`config.mk`:
```
export PLATFORM = sky130hd
export DESIGN_NAME = fnd_scan_controller
export DESIGN_NICKNAME = d
export VERILOG_FILES = /design/src/rtl/fnd_pkg.sv /design/src/rtl/bin2bcd_seq.sv /design/src/rtl/fnd_scan_controller.sv
export SDC_FILE = /design/constraint.sdc
export NUM_CORES = 1
export LEC_CHECK = 0
export ABC_CLOCK_PERIOD_IN_PS = 2190
export CAP_MARGIN = 10
export CORE_AREA = 8 8 102 95
export CTS_CLUSTER_SIZE = 40
export DETAILED_ROUTE_END_ITERATION = 12
export DIE_AREA = 0 0 110 103
export PLACE_DENSITY = 0.73
export RECOVER_POWER = 100
export SYNTH_ARGS = -nofsm -noshare
export SYNTH_HDL_FRONTEND = slang
export SYNTH_SLANG_ARGS = --single-unit
```
`constraint.sdc`:
```
create_clock -name clk -period 2.19 [get_ports clk]
set_clock_uncertainty 0.1 [all_clocks]
set_input_delay 0.5475 -clock clk [delete_from_list [all_inputs] [get_ports clk]]
set_output_delay 0.5475 -clock clk [all_outputs]
set_load 0.03 [all_outputs]
```
`src/rtl/fnd_pkg.sv`:
```
// Shared definitions for the 4-digit FND display path: segment codes,
// display limits, converter state encoding and small helper functions.
package fnd_pkg;

   localparam int NUM_DIGITS   = 4;
   localparam int MAX_VAL      = 9999;
   localparam int BIN_W        = 14;
   localparam int BCD_W        = 16;
   localparam int SHIFT_CYCLES = BIN_W;

   // Segment codes {dp,g,f,e,d,c,b,a}, active-low, decimal point off
   localparam logic [7:0] SEG_0     = 8'hC0;
   localparam logic [7:0] SEG_1     = 8'hF9;
   localparam logic [7:0] SEG_2     = 8'hA4;
   localparam logic [7:0] SEG_3     = 8'hB0;
   localparam logic [7:0] SEG_4     = 8'h99;
   localparam logic [7:0] SEG_5     = 8'h92;
   localparam logic [7:0] SEG_6     = 8'h82;
   localparam logic [7:0] SEG_7     = 8'hF8;
   localparam logic [7:0] SEG_8     = 8'h80;
   localparam logic [7:0] SEG_9     = 8'h90;
   localparam logic [7:0] SEG_DASH  = 8'hBF;
   localparam logic [7:0] SEG_BLANK = 8'hFF;

   typedef enum logic [1:0] {
      CONV_IDLE  = 2'd0,
      CONV_LOAD  = 2'd1,
      CONV_SHIFT = 2'd2,
      CONV_DONE  = 2'd3
   } conv_state_t;

   // Map one BCD digit to its segment pattern; non-decimal codes go dark
   function automatic logic [7:0] seg_decode(input logic [3:0] digit);
      logic [7:0] seg;
      case (digit)
         4'd0:    seg = SEG_0;
         4'd1:    seg = SEG_1;
         4'd2:    seg = SEG_2;
         4'd3:    seg = SEG_3;
         4'd4:    seg = SEG_4;
         4'd5:    seg = SEG_5;
         4'd6:    seg = SEG_6;
         4'd7:    seg = SEG_7;
         4'd8:    seg = SEG_8;
         4'd9:    seg = SEG_9;
         default: seg = SEG_BLANK;
      endcase
      return seg;
   endfunction

   // Double-dabble correction: any nibble of 5 or more gets +3 before the shift
   function automatic logic [BCD_W-1:0] dabble_adjust(input logic [BCD_W-1:0] bcd);
      logic [BCD_W-1:0] res;
      res = bcd;
      for (int i = 0; i < NUM_DIGITS; i++) begin
         if (bcd[4*i +: 4] >= 4'd5) begin
            res[4*i +: 4] = bcd[4*i +: 4] + 4'd3;
         end
      end
      return res;
   endfunction

endpackage

```
`src/rtl/bin2bcd_seq.sv`:
```
// Iterative 14-bit binary to 4-digit BCD converter (double dabble).
// One bit per clock: LOAD, fourteen SHIFT cycles, then DONE pulses for
// one cycle with the result on bcd and the converted input on snap.
module bin2bcd_seq
   import fnd_pkg::*;
(
   input  logic             clk,
   input  logic             rst,
   input  logic             start,
   input  logic [BIN_W-1:0] bin,
   output logic             done,
   output logic [BCD_W-1:0] bcd,
   output logic [BIN_W-1:0] snap
);

   localparam logic [3:0] SHIFT_LAST = 4'(SHIFT_CYCLES - 1);

   conv_state_t      state;
   logic [BIN_W-1:0] shreg;
   logic [BCD_W-1:0] acc;
   logic [3:0]       shift_cnt;

   assign bcd = acc;

   // Converter sequencer: snapshot input, shift it through the BCD accumulator, flag completion
   always_ff @(posedge clk) begin
      if (!rst) begin
         state     <= CONV_IDLE;
         shreg     <= '0;
         acc       <= '0;
         shift_cnt <= '0;
         snap      <= '0;
         done      <= 1'b0;
      end else begin
         done <= 1'b0;
         case (state)
            CONV_IDLE: begin
               if (start) begin
                  state <= CONV_LOAD;
               end
            end
            CONV_LOAD: begin
               snap      <= bin;
               shreg     <= bin;
               acc       <= '0;
               shift_cnt <= '0;
               state     <= CONV_SHIFT;
            end
            CONV_SHIFT: begin
               {acc, shreg} <= {dabble_adjust(acc), shreg} << 1;
               shift_cnt    <= shift_cnt + 4'd1;
               if (shift_cnt == SHIFT_LAST) begin
                  state <= CONV_DONE;
                  done  <= 1'b1;
               end
            end
            CONV_DONE: begin
               state <= start ? CONV_LOAD : CONV_IDLE;
            end
            default: begin
               state <= CONV_IDLE;
            end
         endcase
      end
   end

endmodule

```
`src/rtl/fnd_scan_controller.sv`:
```
// 4-digit multiplexed 7-segment driver for the 0..9999 counter.
// A free-running converter refreshes the display registers every 16
// cycles; a prescaler steps the active digit at SCAN_HZ.
module fnd_scan_controller
   import fnd_pkg::*;
#(
   parameter int CLK_HZ   = 100_000_000,
   parameter int SCAN_HZ  = 1_000,
   parameter int LZ_BLANK = 0
) (
   input  logic             clk,
   input  logic             rst,
   input  logic [BIN_W-1:0] count_in,
   input  logic [3:0]       dp_en,
   output logic [3:0]       fnd_com,
   output logic [7:0]       fnd_data,
   output logic             ovf
);

   localparam int DIV   = CLK_HZ / SCAN_HZ;
   localparam int PRE_W = (DIV > 1) ? $clog2(DIV) : 1;
   localparam logic [PRE_W-1:0] PRE_LAST = PRE_W'(DIV - 1);

   logic [PRE_W-1:0] prescaler;
   logic [1:0]       digit_idx;
   logic [BCD_W-1:0] disp_bcd;
   logic             conv_done;
   logic [BCD_W-1:0] conv_bcd;
   logic [BIN_W-1:0] conv_snap;
   logic [3:0]       lead_zero;
   logic [3:0]       cur_digit;
   logic [7:0]       seg_next;

   bin2bcd_seq u_bin2bcd (
      .clk   (clk),
      .rst   (rst),
      .start (1'b1),
      .bin   (count_in),
      .done  (conv_done),
      .bcd   (conv_bcd),
      .snap  (conv_snap)
   );

   // Digit dwell timer: advance to the next digit every DIV cycles
   always_ff @(posedge clk) begin
      if (!rst) begin
         prescaler <= '0;
         digit_idx <= 2'd0;
      end else if (prescaler == PRE_LAST) begin
         prescaler <= '0;
         digit_idx <= digit_idx + 2'd1;
      end else begin
         prescaler <= prescaler + 1'b1;
      end
   end

   // Latch a finished conversion; out-of-range snapshots only raise ovf
   always_ff @(posedge clk) begin
      if (!rst) begin
         disp_bcd <= '0;
         ovf      <= 1'b0;
      end else if (conv_done) begin
         if (32'(conv_snap) > MAX_VAL) begin
            ovf <= 1'b1;
         end else begin
            ovf      <= 1'b0;
            disp_bcd <= conv_bcd;
         end
      end
   end

   // A digit is a leading zero when it and every digit above it are zero; ones never blanks
   assign lead_zero[3] = (disp_bcd[15:12] == 4'd0);
   assign lead_zero[2] = lead_zero[3] && (disp_bcd[11:8] == 4'd0);
   assign lead_zero[1] = lead_zero[2] && (disp_bcd[7:4] == 4'd0);
   assign lead_zero[0] = 1'b0;

   assign cur_digit = disp_bcd[{digit_idx, 2'b00} +: 4];

   // Pick the pattern for the active digit: dash on overflow, optional blanking, then dp
   always_comb begin
      seg_next = seg_decode(cur_digit);
      if (ovf) begin
         seg_next = SEG_DASH;
      end else if ((LZ_BLANK != 0) && lead_zero[digit_idx]) begin
         seg_next = SEG_BLANK;
      end
      if (dp_en[digit_idx]) begin
         seg_next[7] = 1'b0;
      end
   end

   // Drive common and segment pins together so they never disagree for a cycle
   always_ff @(posedge clk) begin
      if (!rst) begin
         fnd_com  <= 4'hF;
         fnd_data <= SEG_BLANK;
      end else begin
         fnd_com  <= ~(4'b0001 << digit_idx);
         fnd_data <= seg_next;
      end
   end

endmodule

```
[Yosys cells after proc, flatten, opt, wreduce, memory -nomap -nowiden]
Memories as Yosys holds them, arrays and structs flattened.
Cells that the tools add are included.
Widths: inputs -> output; s select.
Storage, ports and cells
  register bits: 99
  latch bits: 0
  bits in writable memories: 0
  memory bits (read-only): 112
  bits of input ports: 20
  word-level logic and storage cells: 60
  memories: 1
Cells by class
  $add $sub $neg: 7
  $mul: 0
  div/mod/pow operators: 0
  order comparisons: 6
  equality and inequality tests: 6
  shift operators: 2
  mux-type cells: 15
  bitwise logic cells: 3
  reductions and logical operators: 7
Memories
  (name not given): depth 16, width 7, rd ports 1, clocked after Yosys merged registers in 0, write ports 0, RTL line fnd_pkg.sv:35  | case (digit)
Operators with widths (number)
  $pmux 16 s2: 1
  $pmux 14 s2: 1
  $add 17x1->17 const B: 1
  $eq 17x17->1 const B: 1
  $ge 4x3->1 const B: 4
  $shiftx 16x5->4: 1
  $gt 14x14->1 const B: 1
  $add 4x2->4 const B: 3
  $mux 4: 3
  $mux 8: 1
  $pmux 4 s2: 1
  $pmux 2 s3: 1
  $reduce_or 2->1: 3
  $add 4x1->4 const B: 1
  $eq 2x2->1 const B: 2
  $eq 4x4->1 const B: 1
  $mux 1: 4
  $not 4->4: 1
  $reduce_and 2->1: 2
  $shl 1x2->4 const A: 1
  $add 3x2->3 const B: 1
  $lt 2x3->1 const B: 1
  $mux 3: 1
  $add 2x1->2 const B: 1
  7 further kinds: 8

[Longest topological paths before layout]
An unclocked memory read counts as a cell.
  depth after elaboration: 4
  mapped depth: 8

[Modules after synthesis]
Synthesis repeated with hierarchy kept, for this count alone.
Second synthesis, totals
  cell total of the unflattened synthesis: 500
  area total of the unflattened synthesis: 4655.7 µm²
Modules (own cells, without submodules)
  bin2bcd_seq: times used 1, cells an instance 269, area each 2468.6 µm², sequential area each 1021.0 µm²
  fnd_scan_controller: times used 1, cells an instance 231, area each 2187.1 µm², sequential area each 960.9 µm²

[Least setup slack after synthesis]
Ideal clock, no wire load.
  kind: flip-flop to flip-flop
  start: reg digit_idx[0]
  end: reg fnd_data[3]
  setup time: 74 ps
  data arrival time: 1708 ps
  data required time: 2016 ps
  path slack: 308 ps
  stages on the path, launching flop included: 8
  buffers on the path: 1
  clock period less this slack: 1882 ps
  cell sequence: dfxtp_1 > buf_2 > mux4_2 > inv_1 > ha_1 > nand2_1 > o21ai_0 > o21ai_0
Between the ends
  longest elaborated chain between the ends: 2
Ends and longest elaborated chain
  from (decl): RTL line fnd_scan_controller.sv:25  | logic [1:0] digit_idx;
  from (signal assigned): RTL line fnd_scan_controller.sv:51  | digit_idx <= digit_idx + 2'd1;
  $shiftx 16x5->4: RTL line fnd_scan_controller.sv:78  | assign cur_digit = disp_bcd[{digit_idx, 2'b00} +: 4];
  $mem_v2 16x7
  to (signal assigned): RTL line fnd_scan_controller.sv:100  | fnd_data <= seg_next;
  to (decl): RTL line fnd_scan_controller.sv:16  | output logic [7:0] fnd_data,
No other way between the ends.
A chain may end at the register's enable or synchronous reset.

[Worst setup path in the final report]
  start: reg ovf
  end: out ovf
RTL lines
  from (decl): RTL line fnd_scan_controller.sv:17  | output logic ovf
  from (signal assigned): RTL line fnd_scan_controller.sv:61  | ovf <= 1'b0;
  from (signal assigned): RTL line fnd_scan_controller.sv:64  | ovf <= 1'b1;
  from (signal assigned): RTL line fnd_scan_controller.sv:66  | ovf <= 1'b0;
No word-level cell between the ends.

==> out/results.tsv <==
metric	value	unit
area_growth	12.7	%
grt_pass1_vias	3138	
pwr-share-comb	23.5	%
fin_crit_sh	97.1	%
avgViaCountPerCell	5.30	
crit_cells	1	
clockPowerShare	30.4	%
synthTopCellsByArea	dfxtp_1, ha_1, mux2i_1	
critPathKind	flip-flop to output port	
hpwl	5830	um
fmax	0.470	GHz
synth_edf_count	0	
hold_path.class	flip-flop to flip-flop	
crit_arrival	1.48	ns
detail-route-antenna-nets	0	
required	1.54	ns
ys_types	42	
switching_power	0.00128	W
synthArstFlopShare	0	%
ys_seq_elements	95	
seq_area_frac_synth	42.8	%
worst-path-buf-inv	1	
fin_nets	550	
drive_above_1_share	8.38	%
grt_max_degree	38	
fp.dieH	103	um
cts_max_level	3	
p_seq_share	46.1	%
hold_depth	2	
r2r_start	u_bin2bcd.state[0]$_SDFFE_PN0P_	
cp_cell_sequence	clkdlybuf4s50_1	
synth_area_leader_cell	dfxtp_1	
cts_num_sinks	95	
setup_viol	0	
grt_pass1_wl	14300	um
diodes	0	
hp-start	disp_bcd[15]$_SDFFE_PN0P_	
hold_viol_final	0	
drc_errors	0	
track_usage	15.7	%
wirelength	8220	um
end_kind	output port	
cts_setup_buffers	0	
reg2regPathDepth	7	
r2r_slack	0.18	ns
tns	0	ns
place_congestion	0.761	
synth_warnings	0	
p_leak	1.82	nW
cp-startpoint	ovf$_SDFFE_PN0P_	
initial_core_util	56.5	%
hold_end	disp_bcd[15]$_SDFFE_PN0P_	
syn_avg_cell_area	9.19	sq um
synthFlopType	dfxtp_1	
rows	31	
syn-num-nets	526	
port_buffers	32	
pin_count	33	
grtUsageMet3	3.50	%
maxCapViolations	0	
netlist_area	4450	sq um
crit_slowest_cell	clkdlybuf4s50_1	
post_cts_resized	0	
cts_buffer_depth	2	
dr.pass1.iters	4	
worstMarginPinSlew	0.640	ns
p_int	0.00301	W
sw_frac_of_total	29.9	%
ir_drop	0.546	mV
critPathMaxStageDelay	0.71	ns
placed_area	4830	sq um
finalMaxSlewViolations	0	
stdcell_area	5010	sq um
clock_latency	0.36	ns
drt_iter0_drc	126	
cts_root_buf	clkbuf_8	
top_usage_layer	met2	
min_period	2.13	ns
wl_per_cell	13.4	um
route.vias.total	3243	
cpLargestDelayFamily	buffers and inverters	
rr_endpoint	u_bin2bcd.bcd[9]$_SDFFE_PN0P_	
slew_headroom	57.4	%
cp_max_fo	5	
start_kind	flip-flop	
rsz0062_at_grt	no	
met1_usage	19.5	%
netlist_instances	484	
cts.clk_slew.worst_paths	0.08	ns
yosys.area.top_type_share	42.8	%
core	7870	sq um
hold_buffers	0	
synthTopCellsByCount	dfxtp_1, nand2_1, o21ai_0, nand3_1, mux2i_1	
p_per_area	856	nW/um^2
die-area	11300	sq um
grt_overflow	0	
met2_usage	26.1	%
status	finished clean	
die_width	110	um
post-synth-top-count-cell	dfxtp_1	
cts_buffers	9	
cts_tree	done	
antenna_found_initial	0	
flip-flops by register name, indices dropped and copies added, names as in the netlist:
| register | cells |
|---|---|
| u_bin2bcd.done | 1 |
| prescaler | 17 |
| disp_bcd | 16 |
| u_bin2bcd.state | 2 |
| u_bin2bcd.bcd | 16 |
| fnd_data | 8 |
| ovf | 1 |
| u_bin2bcd.snap | 10 |
| fnd_com | 4 |
| u_bin2bcd.shreg | 14 |
| digit_idx | 2 |
| u_bin2bcd.shift_cnt | 4 |
kinds of logic after synthesis:
logic type               after synthesis  share of synthesized area, %
flip-flops                            95                          42.8
XOR/XNOR                              24                          4.73
multiplexers                          35                          9.37
AND/OR/NAND/NOR                      184                          22.7
AO/OA/AOI/OAI                         78                          9.68
adder cells (fa/ha/maj)               22                          6.19
buffers and inverters                 46                          4.56
tightest hold or removal path, stage by stage, from the launching register on:
cell	delay (ns)
dfxtp_1	0.32
nand2_1	0.05
o21ai_0	0.06
metal layers:
metal	part of all wire, %	vias to the layer above
met4	1.4	0
met1	49	1530
met3	2.6	13
li1	-	1664
met5	0	-
met2	47	36
worst max-delay path by stage:
| stage | to | slack (ns) |
|---|---|---|
| 4_1_cts | ovf | 0.04 |
| 2_1_floorplan | fnd_data[3]$_SDFF_PP1_ | 0.31 |
| 5_1_grt | ovf | 0.02 |
| 6_report | ovf | 0.06 |
| 3_3_place_gp | fnd_data[3]$_SDFF_PP1_ | 0.32 |
| 3_5_place_dp | fnd_data[3]$_SDFF_PP1_ | 0.27 |
stage by stage:
| step | total power (W) | util, % | hold WS (ns) | cells | setup WS (ns) |
|---|---|---|---|---|---|
| floorplan | 0.00280 | - | 0.333 | 484 | 0.308 |
| global placement | 0.00304 | 61.4 | 0.350 | 596 | 0.323 |
| detailed placement | 0.00309 | 61.4 | 0.354 | 596 | 0.272 |
| CTS | 0.00440 | 64.3 | 0.365 | 612 | 0.0426 |
| global route | 0.00456 | 63.7 | 0.385 | 612 | 0.0168 |
| finish | 0.00429 | 63.7 | 0.363 | 612 | 0.0632 |
layout by cell type, fill, tap and decap left out, drive strengths merged:
master / instances
xnor2: 8
nand3: 31
mux4: 5
nand3b: 1
clkbuf: 18
o211a: 2
a21oi: 11
nand2b: 6
dlygate4sd3: 12
xor2: 16
mux2i: 27
o21ai: 53
nor3: 4
a21o: 1
mux2: 3
a22oi: 5
and4: 1
nor2: 21
and4bb: 1
inv: 16
ha: 22
clkinvlp: 1
dfxtp: 95
nand2: 55
and3: 6
nor3b: 5
buf: 7
and2: 22
nor4: 2
nand4: 3
clkdlybuf4s50: 19
nor2b: 24
or4b: 1
bufinv: 2
and3b: 1
a21boi: 6
power groups by stage:
stage | clock network [W] | logic [W] | registers, W
6_report | 0.00130 | 0.00101 | 0.00198
5_1_grt | 0.00141 | 0.00114 | 0.00200
4_1_cts | 0.00135 | 0.00107 | 0.00198
3_5_place_dp | 0 | 0.00106 | 0.00202
3_3_place_gp | 0 | 0.00103 | 0.00201
2_1_floorplan | 0 | 0.000783 | 0.00201
cell type report:
| type | count | area, sq um |
|---|---|---|
| Fill cell | 698 | 2860 |
| Inverter | 15 | 56.3 |
| Sequential cell | 95 | 1900 |
| Tap cell | 99 | 124 |
| Clock inverter | 4 | 76.3 |
| Multi-Input combinational cell | 343 | 2320 |
| Timing Repair Buffer | 44 | 383 |
| Clock buffer | 12 | 155 |
No activity file was read; power rests on OpenSTA's default activity.
